==> src/rtl/piso_pkg.sv <==
// Shared types and default parameters for the parallel-in serial-out serializer.
package piso_pkg;

  typedef enum logic {
    IDLE  = 1'b0,
    SHIFT = 1'b1
  } state_e;

  localparam int PISO_WIDTH     = 4;
  localparam bit PISO_LSB_FIRST = 1'b1;

endpackage

==> src/rtl/piso_shreg.sv <==
// Parameterized shift register: parallel load, one-position zero-filled shift
// toward the output end, output bit selected by LSB_FIRST.
module piso_shreg
  import piso_pkg::*;
#(
  parameter int WIDTH     = PISO_WIDTH,
  parameter bit LSB_FIRST = PISO_LSB_FIRST
) (
  input  logic             clk,
  input  logic             reset,
  input  logic             load_i,
  input  logic             shift_i,
  input  logic [WIDTH-1:0] data_i,
  output logic             bit_o
);

  logic [WIDTH-1:0] data_q;

  // Load wins over shift so a back-to-back word replaces the drained one.
  always_ff @(posedge clk or posedge reset) begin
    if (reset) begin
      data_q <= '0;
    end else if (load_i) begin
      data_q <= data_i;
    end else if (shift_i) begin
      data_q <= LSB_FIRST ? (data_q >> 1) : (data_q << 1);
    end
  end

  assign bit_o = LSB_FIRST ? data_q[0] : data_q[WIDTH-1];

endmodule

==> src/rtl/piso_serializer_ctrl.sv <==
// Serializer top: IDLE/SHIFT handshake FSM and bit counter around piso_shreg.
// A word is taken on the last-bit edge so consecutive words stream without a gap.
module piso_serializer_ctrl
  import piso_pkg::*;
#(
  parameter int WIDTH     = PISO_WIDTH,
  parameter bit LSB_FIRST = PISO_LSB_FIRST
) (
  input  logic             clk,
  input  logic             reset,
  input  logic             in_valid,
  input  logic [WIDTH-1:0] in_data,
  output logic             in_ready,
  input  logic             ser_ready,
  output logic             ser_out,
  output logic             ser_valid,
  output logic             ser_first,
  output logic             ser_last,
  output logic             busy
);

  localparam int            CW       = (WIDTH > 1) ? $clog2(WIDTH) : 1;
  localparam logic [CW-1:0] LAST_CNT = CW'(WIDTH - 1);

  state_e        state_q, state_d;
  logic [CW-1:0] count_q, count_d;
  logic          load, shift_en, accept, atLast, shregBit;

  assign atLast = (state_q == SHIFT) && (count_q == LAST_CNT);

  always_ff @(posedge clk or posedge reset) begin
    if (reset) begin
      state_q <= IDLE;
      count_q <= '0;
    end else begin
      state_q <= state_d;
      count_q <= count_d;
    end
  end

  // in_ready is held low during reset so nothing is accepted while the block is cleared.
  always_comb begin
    state_d   = state_q;
    count_d   = count_q;
    load      = 1'b0;
    shift_en  = 1'b0;
    accept    = 1'b0;
    in_ready  = 1'b0;
    ser_valid = 1'b0;
    ser_first = 1'b0;
    ser_last  = 1'b0;
    busy      = 1'b0;
    unique case (state_q)
      IDLE: begin
        in_ready = ~reset;
        accept   = in_valid && ~reset;
        if (accept) begin
          load    = 1'b1;
          count_d = '0;
          state_d = SHIFT;
        end
      end
      SHIFT: begin
        ser_valid = 1'b1;
        busy      = 1'b1;
        ser_first = (count_q == '0);
        ser_last  = atLast;
        in_ready  = atLast && ser_ready;
        accept    = in_valid && atLast && ser_ready;
        if (ser_ready) begin
          if (atLast) begin
            count_d = '0;
            if (accept) begin
              load = 1'b1;
            end else begin
              shift_en = 1'b1;
              state_d  = IDLE;
            end
          end else begin
            count_d  = count_q + 1'b1;
            shift_en = 1'b1;
          end
        end
      end
      default: state_d = IDLE;
    endcase
  end

  piso_shreg #(
    .WIDTH    (WIDTH),
    .LSB_FIRST(LSB_FIRST)
  ) u_shreg (
    .clk    (clk),
    .reset  (reset),
    .load_i (load),
    .shift_i(shift_en),
    .data_i (in_data),
    .bit_o  (shregBit)
  );

  assign ser_out = (state_q == SHIFT) ? shregBit : 1'b0;

endmodule
==> config.mk <==
export PLATFORM = sky130hd
export DESIGN_NAME = piso_serializer_ctrl
export DESIGN_NICKNAME = d
export VERILOG_FILES = /design/src/rtl/piso_pkg.sv /design/src/rtl/piso_shreg.sv /design/src/rtl/piso_serializer_ctrl.sv
export SDC_FILE = /design/constraint.sdc
export NUM_CORES = 1
export LEC_CHECK = 0
export ABC_AREA = 1
export BUFFER_PORTS_ARGS = -buffer_cell sky130_fd_sc_hd__buf_4
export CAP_MARGIN = 0
export CORE_AREA = 2 2 39 41
export CTS_BUF_LIST = sky130_fd_sc_hd__clkbuf_8
export DETAILED_ROUTE_END_ITERATION = 7
export DIE_AREA = 0 0 41 43
export SETUP_SLACK_MARGIN = 0.4
export SLEW_MARGIN = 20
export SYNTH_ARGS = -nofsm -noshare
export SYNTH_HDL_FRONTEND = slang
export SYNTH_HIERARCHICAL = 1
export SYNTH_SLANG_ARGS = --single-unit
==> constraint.sdc <==
create_clock -name clk -period 1.4 [get_ports clk]
set_clock_uncertainty 0.2 [all_clocks]
set_input_delay 0.28 -clock clk [delete_from_list [all_inputs] [get_ports clk]]
set_output_delay 0.28 -clock clk [all_outputs]
set_load 0.05 [all_outputs]
==> out/metrics.cfg <==
[detailed_routing]
drt-total-wl_mm=1.29
detail_route.wl_per_cell_um=11.9
drc=0
drtIter0Drc=6
via_count=490
ant_nets=0
dr.pass1.iters=3
via_per_inst=4.54

[synth]
post-synth-top-area-cell=dfrtp_1
synth_edf_count=0
synthFlopType=dfrtp_1
ys_types=16
netlist_instances=61
ys_ff_latch=7
ys_top_cells_by_area=dfrtp_1 (40%), nand2_1 (16%), nand3_1 (9.1%)
syn_nets=71
synth_area_um2=439
seq_area_frac_synth_pct=39.9
synth_common_cells=nand2_1 (19), inv_1 (10), nand3_1 (8)
synthMostInstantiatedCell=nand2_1
synth_area_per_cell_um2=7.20
synthArstFlopShare_pct=100
synth_warnings=6
synth_top_cell_area_share_pct=39.9

[placement]
numPortBuffers=13
place.gp.congestion=0.714
dp_hpwl_um=716

[sta]
slew_headroom_pct=87.1
rsz0062_at_grt=yes
finalWorstSetupSlack_ns=-0.276
worst_pin_slew_ns=0.194
period_needed_ns=1.68
totalNegativeSetupSlack_ns=-1.78
post-route-period-util_pct=120
setup-violations-final=10
max_freq_mhz=597
hold_viol=0
slew_viol_final=0

[power]
leakagePower_nw=0.455
power_frac_clock_pct=13.7
p_comb_share_pct=68.3
finalPower_mw=1.99
switching_power_mw=0.869
power.density_nw_per_um2=2140
p_int_mw=1.12
seqPwrFrac_pct=18.0
ir_worst_vdd_mv=1.13
p_sw_share_pct=43.7

[die]
die_x_um=41
core_area_um2=1380
die_area_um2=1760
start_util_pct=31.7
die_h_um=43
pin_count=14
rows=14

[layout]
n_antenna_cell=0
area_growth_pct=112
final_util_pct=67.2
nets=103
final_layout_size_suffix_gt1_share_pct=58.7

[cts]
clock-sinks=7
cts.path.max_buffers=2
clk_latency_ns=0.22
cts_tree=built
root_buffer=clkbuf_8
cts_buffers=3
clk_pin_slew_ns=0.04
h-tree-depth=1

[run]
max_cap_violations=0

[critical_path]
slowest_stage=dfrtp_1
critPathTopFamily=flip-flops
cp.arrival_ns=1.20
worstSetupEndpointType=output port
worstReg2RegStart=count_q[0]$_DFFE_PP0P_
worstSetupPathType=reg -> out
cpPeakStageDelay_ns=0.39
required_ns=0.92
cp-start-kind=flop
critical_path.cell_chain=buf_6 -> inv_4 -> ha_4 -> nand2_4 -> clkinvlp_4 -> buf_8
cp_max_fo=2
worst-path-buf-inv=4
cp-startpoint=count_q[1]$_DFFE_PP0P_

[hold_path]
hold_path_class=in -> reg
hp-start=in_data[3]

[grt]
grt_pass1_wl_mm=1.99
grtUsageMet1_pct=18.0
track_usage_pct=17.1
grt_pass1_vias=442
grt-busiest-layer=met2
gr-usage-met2_pct=31.9
grt_max_degree=7
grt_remaining_overflow=0
antenna_found_initial=0
grt_use_met3_pct=4.71

[run_status]
status=finished, violations left
violations=negative setup slack

[power groups by stage]
stage / Combinational [mW] / Clock, mW / Sequential, mW
final: 1.36 / 0.273 / 0.358
after global routing: 1.46 / 0.286 / 0.362
after CTS: 1.22 / 0.279 / 0.352
after detailed placement: 0.808 / 0 / 0.366
after global placement: 0.806 / 0 / 0.364
after floorplan: 0.622 / 0 / 0.355
[metrics by stage]
step	area (um^2)	setup slack, ns	cells	hold slack, ns
finish	930	-0.276	108	0.0595
CTS	870	-0.295	105	0.0616
global placement	627	-0.196	93	0.0156
floorplan	494	-0.171	61	-0.166
global route	930	-0.314	108	0.0969
detailed placement	627	-0.191	93	0.0169
[timing repair]
action                     CTS  global route
setup endpoints to repair   13            13
pin swaps                    5             3
hold endpoints to repair     7             0
hold buffers                 1             0
resized for setup           33             9
buffers inserted             7             3
[state kept, by name, indices dropped and copies added, names as in the netlist]
register / flops
u_shreg/data_q: 4
state_q: 1
count_q: 2
[area by class of cell]
cell class	count	area (um^2)
clock inverters	1	3.75
repair buffers	29	304
clock buffers	3	41.3
inverters	12	62.6
well taps	16	20.0
multi-input cells	40	320
fillers	123	454
flip-flops and latches	7	178
[cell families after synthesis]
logic type	share of synthesized area, %
and+or+nand+nor	37.3
adders and majority gates	5.70
buffers and inverters	14.5
DFF	39.9
AOI/OAI and AO/OA	2.56
[layer usage]
layer | up-vias | share of wire (%)
met3 | 0 | 3.6
li1 | 248 | -
met1 | 233 | 35
met2 | 9 | 61
met4 | 0 | 0
met5 | - | 0
[worst min-delay path, delay by kind of cell]
family	cells	cell delay (ns)
buffers and inverters	1	0.07
AND/OR/NAND/NOR	2	0.09
[layout by cell type, fill, tap and decap left out, types with 2 or more instances in the layout]
cell type   instances
buf_4              13
buf_6               9
buf_8               5
clkbuf_8            3
clkinvlp_4          2
dfrtp_1             5
dfrtp_2             2
ha_4                2
inv_1               7
inv_2               2
nand2_1            15
nand2_4             4
nand3_1             6
nand3_2             2
nor2_1              3
nor2_4              2
[worst paths after layout]
check | to | cells past startpoint | slack (ns)
setup / recovery | ser_first | 6 | -0.28
hold / removal | u_shreg/data_q[3]$_DFFE_PP0P_ | 3 | 0.06
setup reg to reg | u_shreg/data_q[0]$_DFFE_PP0P_ | 8 | -0.16
hold reg to reg | u_shreg/data_q[3]$_DFFE_PP0P_ | 2 | 0.27
max in group asynchronous | u_shreg/data_q[2]$_DFFE_PP0P_ | 3 | 0.48
min in group asynchronous | count_q[1]$_DFFE_PP0P_ | 3 | 0.36
No activity file was read; power rests on OpenSTA's default activity.
